### src/rtl/ddr2_arb_pkg.sv
// rtl/ddr2_arb_pkg.sv - shared types and field offsets for the DDR2 user-module arbiter
package ddr2_arb_pkg;

   localparam int CMD_W      = 34;
   localparam int CMD_OP     = 33;
   localparam int CMD_LEN_HI = 30;
   localparam int CMD_LEN_LO = 24;
   localparam int CMD_ADDR_HI = 23;
   localparam int DATA_W     = 128;
   localparam int LEN_W      = 7;
   localparam int ADDR_W     = 24;

   typedef enum logic [1:0] {
      S_IDLE  = 2'd0,
      S_WDATA = 2'd1,
      S_CMD   = 2'd2
   } issue_state_t;

   typedef enum logic [1:0] {
      R_IDLE = 2'd0,
      R_LEN  = 2'd1,
      R_DATA = 2'd2
   } ret_state_t;

   typedef logic port_id_t;

   typedef struct packed {
      port_id_t           id;
      logic [LEN_W-1:0]   beats;
   } ord_entry_t;

   // A zero beat count is treated as a single beat everywhere.
   function automatic logic [LEN_W-1:0] norm_len(input logic [LEN_W-1:0] len);
      return (len == '0) ? LEN_W'(1) : len;
   endfunction

endpackage

### src/rtl/ddr2_arb_ord_fifo.sv
// rtl/ddr2_arb_ord_fifo.sv - in-order tag FIFO of {port id, beats} for outstanding reads
module ddr2_arb_ord_fifo
   import ddr2_arb_pkg::*;
#(
   parameter int DEPTH = 16,
   parameter int AW    = 4
) (
   input  logic       i_clk,
   input  logic       i_rst,
   input  logic       i_push,
   input  ord_entry_t i_wr_entry,
   input  logic       i_pop,
   output ord_entry_t o_rd_entry,
   output logic       o_full,
   output logic       o_empty
);

   ord_entry_t    r_mem [DEPTH];
   logic [AW-1:0] r_wr_ptr;
   logic [AW-1:0] r_rd_ptr;
   logic [AW:0]   r_count;
   logic          w_do_push;
   logic          w_do_pop;

   assign o_empty = (r_count == '0);
   assign o_full  = (r_count == (AW+1)'(DEPTH));

   // Push and pop together always succeed: at empty the entry bypasses, at full a slot frees.
   assign w_do_pop   = i_pop  & (!o_empty | i_push);
   assign w_do_push  = i_push & (!o_full  | i_pop);
   assign o_rd_entry = o_empty ? i_wr_entry : r_mem[r_rd_ptr];

   always_ff @(posedge i_clk) begin
      if (w_do_push) begin
         r_mem[r_wr_ptr] <= i_wr_entry;
      end
   end

   always_ff @(posedge i_clk) begin
      if (i_rst) begin
         r_wr_ptr <= '0;
         r_rd_ptr <= '0;
         r_count  <= '0;
      end else begin
         if (w_do_push) begin
            r_wr_ptr <= r_wr_ptr + 1'b1;
         end
         if (w_do_pop) begin
            r_rd_ptr <= r_rd_ptr + 1'b1;
         end
         if (w_do_push && !w_do_pop) begin
            r_count <= r_count + (AW+1)'(1);
         end else if (w_do_pop && !w_do_push) begin
            r_count <= r_count - (AW+1)'(1);
         end
      end
   end

endmodule

### src/rtl/ddr2_um_arbiter.sv
// rtl/ddr2_um_arbiter.sv - two-port round-robin arbiter in front of the DDR2 user-module FIFOs
module ddr2_um_arbiter
   import ddr2_arb_pkg::*;
#(
   parameter int ORD_DEPTH = 16,
   parameter int ORD_AW    = 4
) (
   input  logic                i_sysclk,
   input  logic                i_sys_rst,
   input  logic                i_req0_cmd_valid,
   input  logic [CMD_W-1:0]    i_req0_cmd,
   output logic                o_req0_cmd_ready,
   input  logic                i_req0_wdata_valid,
   input  logic [DATA_W-1:0]   i_req0_wdata,
   output logic                o_req0_wdata_ready,
   output logic                o_req0_rdata_valid,
   output logic [DATA_W-1:0]   o_req0_rdata,
   input  logic                i_req1_cmd_valid,
   input  logic [CMD_W-1:0]    i_req1_cmd,
   output logic                o_req1_cmd_ready,
   input  logic                i_req1_wdata_valid,
   input  logic [DATA_W-1:0]   i_req1_wdata,
   output logic                o_req1_wdata_ready,
   output logic                o_req1_rdata_valid,
   output logic [DATA_W-1:0]   o_req1_rdata,
   output logic                o_um2ddr_wrreq,
   output logic [DATA_W-1:0]   o_um2ddr_data,
   input  logic                i_um2ddr_ready,
   output logic                o_um2ddr_command_wrreq,
   output logic [CMD_W-1:0]    o_um2ddr_command,
   output logic                o_ddr2um_rdreq,
   input  logic [DATA_W-1:0]   i_ddr2um_rdata,
   output logic                o_ddr2um_valid_rdreq,
   input  logic [LEN_W-1:0]    i_ddr2um_valid_rdata,
   input  logic                i_ddr2um_valid_empty,
   output logic                o_err_orphan
);

   issue_state_t        r_state;
   port_id_t            r_port;
   port_id_t            r_rr_ptr;
   logic                r_is_wr;
   logic [LEN_W-1:0]    r_len;
   logic [LEN_W-1:0]    r_beat;
   logic [ADDR_W-1:0]   r_addr;

   ret_state_t          r_rstate;
   logic [LEN_W-1:0]    r_rcnt;
   port_id_t            r_rport;
   logic                r_drop;
   logic                r_rvalid0;
   logic                r_rvalid1;
   logic                r_err;

   logic [1:0]          w_cmd_valid;
   port_id_t            w_grant_id;
   logic                w_grant;
   logic [CMD_W-1:0]    w_sel_cmd;
   logic                w_in_wdata;
   logic                w_wvalid;
   logic                w_cmd_push;
   logic                w_tag_push;
   logic                w_tag_pop;
   logic                w_orphan;
   logic                w_ord_full;
   logic                w_ord_empty;
   ord_entry_t          w_ord_wr;
   ord_entry_t          w_ord_rd;
   logic                w_unused;

   // Issue side: round-robin grant, write beats first, then the command push.
   assign w_cmd_valid = {i_req1_cmd_valid, i_req0_cmd_valid};
   assign w_grant_id  = w_cmd_valid[r_rr_ptr] ? r_rr_ptr : ~r_rr_ptr;
   assign w_grant     = (r_state == S_IDLE) & (|w_cmd_valid) & !i_sys_rst;
   assign w_sel_cmd   = w_grant_id ? i_req1_cmd : i_req0_cmd;

   assign o_req0_cmd_ready = w_grant & (w_grant_id == 1'b0);
   assign o_req1_cmd_ready = w_grant & (w_grant_id == 1'b1);

   assign w_in_wdata         = (r_state == S_WDATA) & !i_sys_rst;
   assign w_wvalid           = r_port ? i_req1_wdata_valid : i_req0_wdata_valid;
   assign o_req0_wdata_ready = w_in_wdata & (r_port == 1'b0) & i_um2ddr_ready;
   assign o_req1_wdata_ready = w_in_wdata & (r_port == 1'b1) & i_um2ddr_ready;
   assign o_um2ddr_wrreq     = w_in_wdata & w_wvalid & i_um2ddr_ready;
   assign o_um2ddr_data      = w_in_wdata ? (r_port ? i_req1_wdata : i_req0_wdata) : '0;

   assign w_cmd_push = (r_state == S_CMD) & !i_sys_rst & i_um2ddr_ready & (r_is_wr | !w_ord_full);
   assign w_tag_push = w_cmd_push & !r_is_wr;
   assign w_ord_wr   = {r_port, r_len};

   assign o_um2ddr_command_wrreq = w_cmd_push;
   assign o_um2ddr_command       = w_cmd_push ? {r_is_wr, 2'b00, r_len, r_addr} : '0;

   always_ff @(posedge i_sysclk) begin
      if (i_sys_rst) begin
         r_state  <= S_IDLE;
         r_port   <= 1'b0;
         r_rr_ptr <= 1'b0;
         r_is_wr  <= 1'b0;
         r_len    <= '0;
         r_beat   <= '0;
         r_addr   <= '0;
      end else begin
         case (r_state)
            S_IDLE: begin
               if (w_grant) begin
                  r_port   <= w_grant_id;
                  r_rr_ptr <= ~w_grant_id;
                  r_is_wr  <= w_sel_cmd[CMD_OP];
                  r_len    <= norm_len(w_sel_cmd[CMD_LEN_HI:CMD_LEN_LO]);
                  r_addr   <= w_sel_cmd[CMD_ADDR_HI:0];
                  r_beat   <= '0;
                  r_state  <= w_sel_cmd[CMD_OP] ? S_WDATA : S_CMD;
               end
            end
            S_WDATA: begin
               if (o_um2ddr_wrreq) begin
                  if (r_beat == r_len - LEN_W'(1)) begin
                     r_state <= S_CMD;
                  end else begin
                     r_beat <= r_beat + LEN_W'(1);
                  end
               end
            end
            S_CMD: begin
               if (w_cmd_push) begin
                  r_state <= S_IDLE;
               end
            end
            default: r_state <= S_IDLE;
         endcase
      end
   end

   ddr2_arb_ord_fifo #(
      .DEPTH (ORD_DEPTH),
      .AW    (ORD_AW)
   ) u_ord_fifo (
      .i_clk      (i_sysclk),
      .i_rst      (i_sys_rst),
      .i_push     (w_tag_push),
      .i_wr_entry (w_ord_wr),
      .i_pop      (w_tag_pop),
      .o_rd_entry (w_ord_rd),
      .o_full     (w_ord_full),
      .o_empty    (w_ord_empty)
   );

   // Return side: the valid FIFO's beat count governs; the tag only selects the port.
   assign o_ddr2um_valid_rdreq = (r_rstate == R_IDLE) & !i_ddr2um_valid_empty & !i_sys_rst;
   assign w_tag_pop            = (r_rstate == R_LEN) & !i_sys_rst;
   assign w_orphan             = w_ord_empty & !w_tag_push;
   assign o_ddr2um_rdreq       = (r_rstate == R_DATA) & !i_sys_rst;

   assign o_req0_rdata_valid = r_rvalid0;
   assign o_req1_rdata_valid = r_rvalid1;
   assign o_req0_rdata       = r_rvalid0 ? i_ddr2um_rdata : '0;
   assign o_req1_rdata       = r_rvalid1 ? i_ddr2um_rdata : '0;
   assign o_err_orphan       = r_err;

   always_ff @(posedge i_sysclk) begin
      if (i_sys_rst) begin
         r_rstate  <= R_IDLE;
         r_rcnt    <= '0;
         r_rport   <= 1'b0;
         r_drop    <= 1'b0;
         r_rvalid0 <= 1'b0;
         r_rvalid1 <= 1'b0;
         r_err     <= 1'b0;
      end else begin
         r_rvalid0 <= o_ddr2um_rdreq & !r_drop & (r_rport == 1'b0);
         r_rvalid1 <= o_ddr2um_rdreq & !r_drop & (r_rport == 1'b1);
         case (r_rstate)
            R_IDLE: begin
               if (o_ddr2um_valid_rdreq) begin
                  r_rstate <= R_LEN;
               end
            end
            R_LEN: begin
               r_rcnt   <= norm_len(i_ddr2um_valid_rdata);
               r_rport  <= w_ord_rd.id;
               r_drop   <= w_orphan;
               if (w_orphan) begin
                  r_err <= 1'b1;
               end
               r_rstate <= R_DATA;
            end
            R_DATA: begin
               if (r_rcnt == LEN_W'(1)) begin
                  r_rstate <= R_IDLE;
               end else begin
                  r_rcnt <= r_rcnt - LEN_W'(1);
               end
            end
            default: r_rstate <= R_IDLE;
         endcase
      end
   end

   assign w_unused = ^{w_ord_rd.beats, w_sel_cmd[32:31]};

endmodule
### config.mk
export PLATFORM = sky130hd
export DESIGN_NAME = ddr2_um_arbiter
export DESIGN_NICKNAME = d
export VERILOG_FILES = /design/src/rtl/ddr2_arb_pkg.sv /design/src/rtl/ddr2_arb_ord_fifo.sv /design/src/rtl/ddr2_um_arbiter.sv
export SDC_FILE = /design/constraint.sdc
export NUM_CORES = 1
export LEC_CHECK = 0
export ABC_AREA = 1
export BUFFER_PORTS_ARGS = -buffer_cell sky130_fd_sc_hd__buf_2
export CAP_MARGIN = 20
export CORE_AREA = 4 4 352 354
export DETAILED_ROUTE_END_ITERATION = 10
export DIE_AREA = 0 0 356 358
export PLACE_DENSITY = 0.33
export SETUP_SLACK_MARGIN = 0.1
export SYNTH_ARGS = -nofsm -noshare
export SYNTH_HDL_FRONTEND = slang
export SYNTH_HIERARCHICAL = 1
export SYNTH_SLANG_ARGS = --single-unit
### constraint.sdc
create_clock -name i_sysclk -period 3.6 [get_ports i_sysclk]
set_clock_uncertainty 0.05 [all_clocks]
set_input_delay 0.18 -clock i_sysclk [delete_from_list [all_inputs] [get_ports i_sysclk]]
set_output_delay 0.18 -clock i_sysclk [all_outputs]
set_load 0.01 [all_outputs]
## Word-level counts from Yosys, hierarchy flattened

Memories as Yosys holds them, arrays and structs flattened. A register that Yosys moved wholly into a read port is not among the register bits.
Index checks and enable logic that the tools add are counted.

- Flip-flop bits (word level): 70
- RAM bits: 128
- Bits of input ports: 467
- Output and inout port bits: 429
- Word-level logic and storage cells: 133
- Memories kept: 1

- Add/subtract/negate cells: 7
- $lt $le $gt $ge: 1
- Equality and inequality tests: 15
- Muxes and demuxes: 34
- Bitwise operators: 32
- Reduce and logical (&&, ||, !) cells: 26

Memory list:

| memory | words | width | read ports | clocked after Yosys merged registers in | wr ports | line | source |
|---|---|---|---|---|---|---|---|
| u_ord_fifo.r_mem | 16 | 8 | 1 | 1 | 1 | ddr2_arb_ord_fifo.sv:18 | `ord_entry_t r_mem [DEPTH];` |

Operators by type and width:

| cell | number |
|---|---|
| $mux W128 | 4 |
| $mux W34 | 2 |
| $mux W7 | 6 |
| $pmux W7 S2 | 2 |
| $and A1 B1 Y1 | 25 |
| $logic_not A7 Y1 | 2 |
| $mux W2 | 7 |
| $sub A7 B1 Y7 const B | 2 |
| $ne A2 B2 Y1 const B | 6 |
| $pmux W2 S3 | 2 |
| $mux W5 | 2 |
| $logic_not A1 Y1 | 9 |
| $add A4 B1 Y4 const B | 2 |
| $mux W4 | 2 |
| $mux W8 | 1 |
| $reduce_and A2 Y1 | 4 |
| $reduce_and A4 Y1 | 2 |
| $add A7 B1 Y7 const B | 1 |
| $eq A7 B1 Y1 const B | 1 |
| $eq A7 B7 Y1 | 1 |
| $mux W1 | 6 |
| $reduce_bool A2 Y1 | 3 |
| $add A5 B1 Y5 const B | 1 |
| $eq A5 B5 Y1 const B | 1 |
| 11 further kinds | 21 |

## Depth between registers and ports, before layout

- Depth in word-level cells: 10
- Gate-level depth with buffers: 17
- Gate-level depth less buffers: 17

## Modules after synthesis

The synthesis kept the hierarchy.

Modules (own cells, without submodules):

| module | times used | cells an instance | area each (µm²) |
|---|---|---|---|
| ddr2_um_arbiter | 1 | 1465 | 6966.7 |
| ddr2_arb_ord_fifo | 1 | 670 | 6572.6 |

## Worst setup path before layout

OpenSTA, ideal clock, no wires.

- Path type: input -> register
- Start point: in i_sys_rst
- End point: reg u_ord_fifo.r_count[3]
- Setup time: 56 ps
- Arrival: 2551 ps
- Required time: 3494 ps
- Setup slack: 943 ps
- Stages: 16
- Path buffers: 4
- Path through: buf_2 clkbuf_1 clkbuf_1 nor2_1 inv_1 nand4_1 nand2_1 buf_4 inv_1 ha_1 inv_1 ha_1 a21oi_1 nand3_1 a31o_2 inv_1

- Elaborated cells on any way between the ends: 16

RTL lines:

| what | line | source |
|---|---|---|
| start: declaration | ddr2_um_arbiter.sv:9 | `input logic i_sys_rst,` |
| $logic_not A1 Y1 * | ddr2_um_arbiter.sv:151 | `assign w_tag_pop = (r_rstate == R_LEN) & !i_sys_rst;` |
| $and A1 B1 Y1 * | ddr2_um_arbiter.sv:151 |  |
| via w_tag_pop | ddr2_um_arbiter.sv:63 | `logic w_tag_pop;` |
| $or A1 B1 Y1 * | ddr2_arb_ord_fifo.sv:30 | `assign w_do_push = i_push & (!o_full \| i_pop);` |
| $and A1 B1 Y1 * | ddr2_arb_ord_fifo.sv:30 |  |
| via u_ord_fifo.w_do_push | ddr2_arb_ord_fifo.sv:22 | `logic w_do_push;` |
| $logic_not A1 Y1 | ddr2_arb_ord_fifo.sv:53 | `end else if (w_do_pop && !w_do_push) begin` |
| $logic_and A1 B1 Y1 | ddr2_arb_ord_fifo.sv:53 |  |
| $reduce_bool A2 Y1 (no line) | - |  |
| end signal: assignment | ddr2_arb_ord_fifo.sv:52 | `r_count <= r_count + (AW+1)'(1);` |
| end signal: assignment | ddr2_arb_ord_fifo.sv:54 | `r_count <= r_count - (AW+1)'(1);` |
| end: declaration | ddr2_arb_ord_fifo.sv:21 | `logic [AW:0] r_count;` |

The timed path passes the listed nets; every way through them passes the cells marked *.
A chain may end at the register's enable or synchronous reset.

## Worst setup path in the final report

- Start point: reg r_state[0]
- End point: out o_um2ddr_data[46]

- Longest elaborated chain between the ends: 3

Ends and longest elaborated chain:

| what | line | source |
|---|---|---|
| start: declaration | ddr2_um_arbiter.sv:39 | `issue_state_t r_state;` |
| start signal: assignment | ddr2_um_arbiter.sv:113 | `r_state <= w_sel_cmd[CMD_OP] ? S_WDATA : S_CMD;` |
| $eq A2 B1 Y1 | ddr2_um_arbiter.sv:80 | `assign w_in_wdata = (r_state == S_WDATA) & !i_sys_rst;` |
| $and A1 B1 Y1 | ddr2_um_arbiter.sv:80 |  |
| $mux W128 | ddr2_um_arbiter.sv:85 | `assign o_um2ddr_data = w_in_wdata ? (r_port ? i_req1_wdata : i_req0_wdata) : '0;` |
| end: declaration | ddr2_um_arbiter.sv:27 | `output logic [DATA_W-1:0] o_um2ddr_data,` |

Every way passes these cells.

==> impl_metrics.sql <==
INSERT INTO impl_metrics (metric_group, metric, value, unit) VALUES
('synthesis', 'synth.cell_area', '8805', 'µm²'),
('drt', 'via_per_inst', '3.160', ''),
('cts', 'number_of_buffers_inserted_during_clock_tree_synthesis', '9', ''),
('worst_setup_path', 'rrSetupSlack', '0.81', 'ns'),
('global_route', 'aggregate_global_route_resource_usage', '10.26', '%'),
('global_route', 'initial_antenna_violation_count', '10', ''),
('cts', 'clk_root_buffer_cell', 'sky130_fd_sc_hd__clkbuf_16', ''),
('sta', 'timing.final.crit_share', '79.19', '%'),
('pwr', 'power.share.clock', '25.6', '%'),
('run_status', 'outcome', 'finished clean', ''),
('worst_setup_path', 'cp-end-kind', 'output pin', ''),
('worst_setup_path', 'timing.reg2reg.worst_path_depth', '17', ''),
('flow_run', 'cap_violations', '0', ''),
('final_layout', 'finished_cell_area', '15300', 'µm²'),
('worst_hold_path', 'min-delay-start', 'i_req0_cmd[13]', ''),
('floorplan', 'die_height', '358', 'µm'),
('sta', 'rsz_0062_raised_after_global_routing', 'no', ''),
('pwr', 'ir_drop', '200.4', 'µV'),
('floorplan', 'die_area', '127400', 'µm²'),
('place', 'placed_cell_area', '15010', 'µm²'),
('final_layout', 'design.final.nets', '2984', ''),
('global_route', 'met3_track_demand_over_resource_in_global_routing', '3.291', '%'),
('cts', 'cts_max_path_buffers', '2', ''),
('place', 'detailedPlacementHpwl', '62180', 'µm'),
('cts', 'clkLatencyLatePin', '0.35', 'ns'),
('worst_setup_path', 'critical_path.reg2reg.startpoint', 'r_rstate[0]', ''),
('synthesis', 'synthesis.instances', '1686', ''),
('drt', 'vias', '13071', ''),
('pwr', 'p_comb_share', '39.8', '%'),
('pwr', 'swShare', '39.79', '%'),
('floorplan', 'die-width', '356', 'µm'),
('pwr', 'power.leakage', '10.25', 'nW'),
('cts', 'worst_setup_hold_path_clk_slew', '0.07', 'ns'),
('worst_setup_path', 'crit_type', 'flop to output pin', ''),
('sta', 'layout_min_cycle_time', '2.851', 'ns'),
('final_layout', 'stdcell_count', '4137', ''),
('place', 'gp_routability_congestion', '0.7846', ''),
('drt', 'first_pass_iters', '4', ''),
('worst_setup_path', 'r2r_end', 'u_ord_fifo/r_count[4]', ''),
('pwr', 'power.density', '229.3', 'nW/µm²'),
('drt', 'total_drc_errors_in_the_routed_layout', '0', ''),
('place', 'dp_slack', '0.8141', 'ns'),
('cts', 'cts_tree', 'done', ''),
('worst_setup_path', 'critical_path_required', '3.37', 'ns'),
('worst_hold_path', 'hold_path_class', 'input pin to flop', ''),
('cts', 'cts_setup_buffers', '0', ''),
('drt', 'ant_nets', '0', ''),
('global_route', 'globalRouteMet2Util', '17.07', '%'),
('place', 'portBuffers', '889', ''),
('worst_setup_path', 'worst_ep_arrival_time', '2.62', 'ns'),
('global_route', 'grt_first_pass_wirelength', '94370', 'µm'),
('floorplan', 'num_io_pins', '896', ''),
('global_route', 'grt_most_used_layer', 'met2', ''),
('floorplan', 'effective_utilization_at_floorplan', '7.272', '%'),
('sta', 'final_hold_viol_count', '0', ''),
('worst_setup_path', 'crit_path_max_fanout', '46', ''),
('sta', 'worst-slew-pin-transition', '0.7715', 'ns'),
('global_route', 'global_route.usage.met1', '12.78', '%'),
('floorplan', 'core_area', '121100', 'µm²'),
('drt', 'wl', '70850', 'µm'),
('sta', 'max_freq', '350.8', 'MHz'),
('worst_hold_path', 'hold_depth', '3', ''),
('sta', 'setup_violations', '0', ''),
('cts', 'numClockSinks', '90', ''),
('sta', 'finalMaxSlewViolations', '0', ''),
('synthesis', 'postSynthAreaPerCell', '5.222', 'µm²'),
('final_layout', 'final_util', '12.64', '%'),
('sta', 'max_slew_headroom', '48.57', '%'),
('pwr', 'net-switching-power', '0.001396', 'W'),
('final_layout', 'area.growth.synth_to_final', '73.78', '%'),
('drt', 'wl_per_cell', '17.13', 'µm');
==> cells in the final DEF (no fill, tap or decap), drive strengths merged, types with 2 or more instances in the layout <==
| cell | instances |
|---|---|
| nor2 | 98 |
| ha | 13 |
| o21bai | 7 |
| o22ai | 9 |
| xor2 | 9 |
| nor4 | 3 |
| conb | 2 |
| clkinv | 9 |
| buf | 916 |
| nand4 | 2 |
| o21ai | 29 |
| xnor2 | 3 |
| or2 | 2 |
| a31oi | 15 |
| nand2 | 699 |
| clkbuf | 11 |
| o211ai | 3 |
| edfxtp | 16 |
| dfxtp | 74 |
| nand3 | 158 |
| a21oi | 32 |
| diode | 4 |
| a22oi | 10 |
| nor3 | 18 |
| inv | 362 |
==> worst max-delay path by stage <==
stage / start / end
3_3_place_gp: r_rstate[0] / u_ord_fifo/r_count[4]
3_5_place_dp: r_rstate[0] / u_ord_fifo/r_count[3]
4_1_cts: r_state[0] / o_um2ddr_data[46]
5_1_grt: r_rstate[0] / u_ord_fifo/r_count[4]
6_report: r_state[0] / o_um2ddr_data[46]
2_1_floorplan: i_sys_rst / u_ord_fifo/r_count[3]
==> sequential cells by signal, indices dropped and copies added, names as in the netlist, named ones only <==
name	count
r_addr	24
r_is_wr	1
o_err_orphan	1
r_len	7
u_ord_fifo/r_rd_ptr	4
r_rcnt	7
r_rr_ptr	1
o_req1_rdata_valid	1
o_req0_rdata_valid	1
r_state	2
u_ord_fifo/r_count	5
r_rstate	2
u_ord_fifo/r_mem	16
r_port	1
r_beat	7
u_ord_fifo/r_wr_ptr	4
r_drop	1
r_rport	1
==> critical path, cell delays in order, from the launching register on <==
cell	delay, ns
sky130_fd_sc_hd__dfxtp_1	0.46
sky130_fd_sc_hd__nand2_2	0.21
sky130_fd_sc_hd__nor2_4	0.16
sky130_fd_sc_hd__nand2_1	0.12
sky130_fd_sc_hd__inv_4	0.48
sky130_fd_sc_hd__buf_4	0.27
sky130_fd_sc_hd__nand2_1	0.05
sky130_fd_sc_hd__nand2_1	0.20
sky130_fd_sc_hd__buf_2	0.20
==> through the flow <==
stage	hold slack, ns	total power (W)
2_1_floorplan	0.1991	0.001945
3_3_place_gp	0.3387	0.002652
3_5_place_dp	0.3521	0.002651
4_1_cts	0.008350	0.003591
5_1_grt	0.02787	0.003789
6_report	0.02955	0.003508
==> power by group through the flow <==
stage	clock (W)	sequential [W]	combinational (W)
3_5_place_dp	0	0.00124	0.00141
5_1_grt	0.000984	0.00123	0.00158
2_1_floorplan	0	0.00120	0.000741
6_report	0.000899	0.00121	0.00140
4_1_cts	0.000957	0.00121	0.00142
3_3_place_gp	0	0.00124	0.00142
==> cell type report <==
type                    count  area, µm²
inverters                 367       1383
well taps                1625       2033
multi-input cells        1118       4930
clock inverters             5      30.03
flip-flops and latches     90       1973
clock buffers              11      242.7
diodes                      4      10.01
fillers                 14542     105800
repair buffers            917       4700
==> per-layer routing <==
layer | up-vias | wire length [µm]
li1 | 6606 | -
met1 | 5813 | 29570
met2 | 606 | 32620
met3 | 44 | 6912
met5 | - | 8
met4 | 2 | 1736
==> what timing repair did <==
item | 4_1_cts | 5_1_grt
resized for setup | 0 | 0
endpoints found under the hold margin | 1 | 0
hold buffers | 1 | 0
Note: power is estimated with default switching activity, not from simulation.
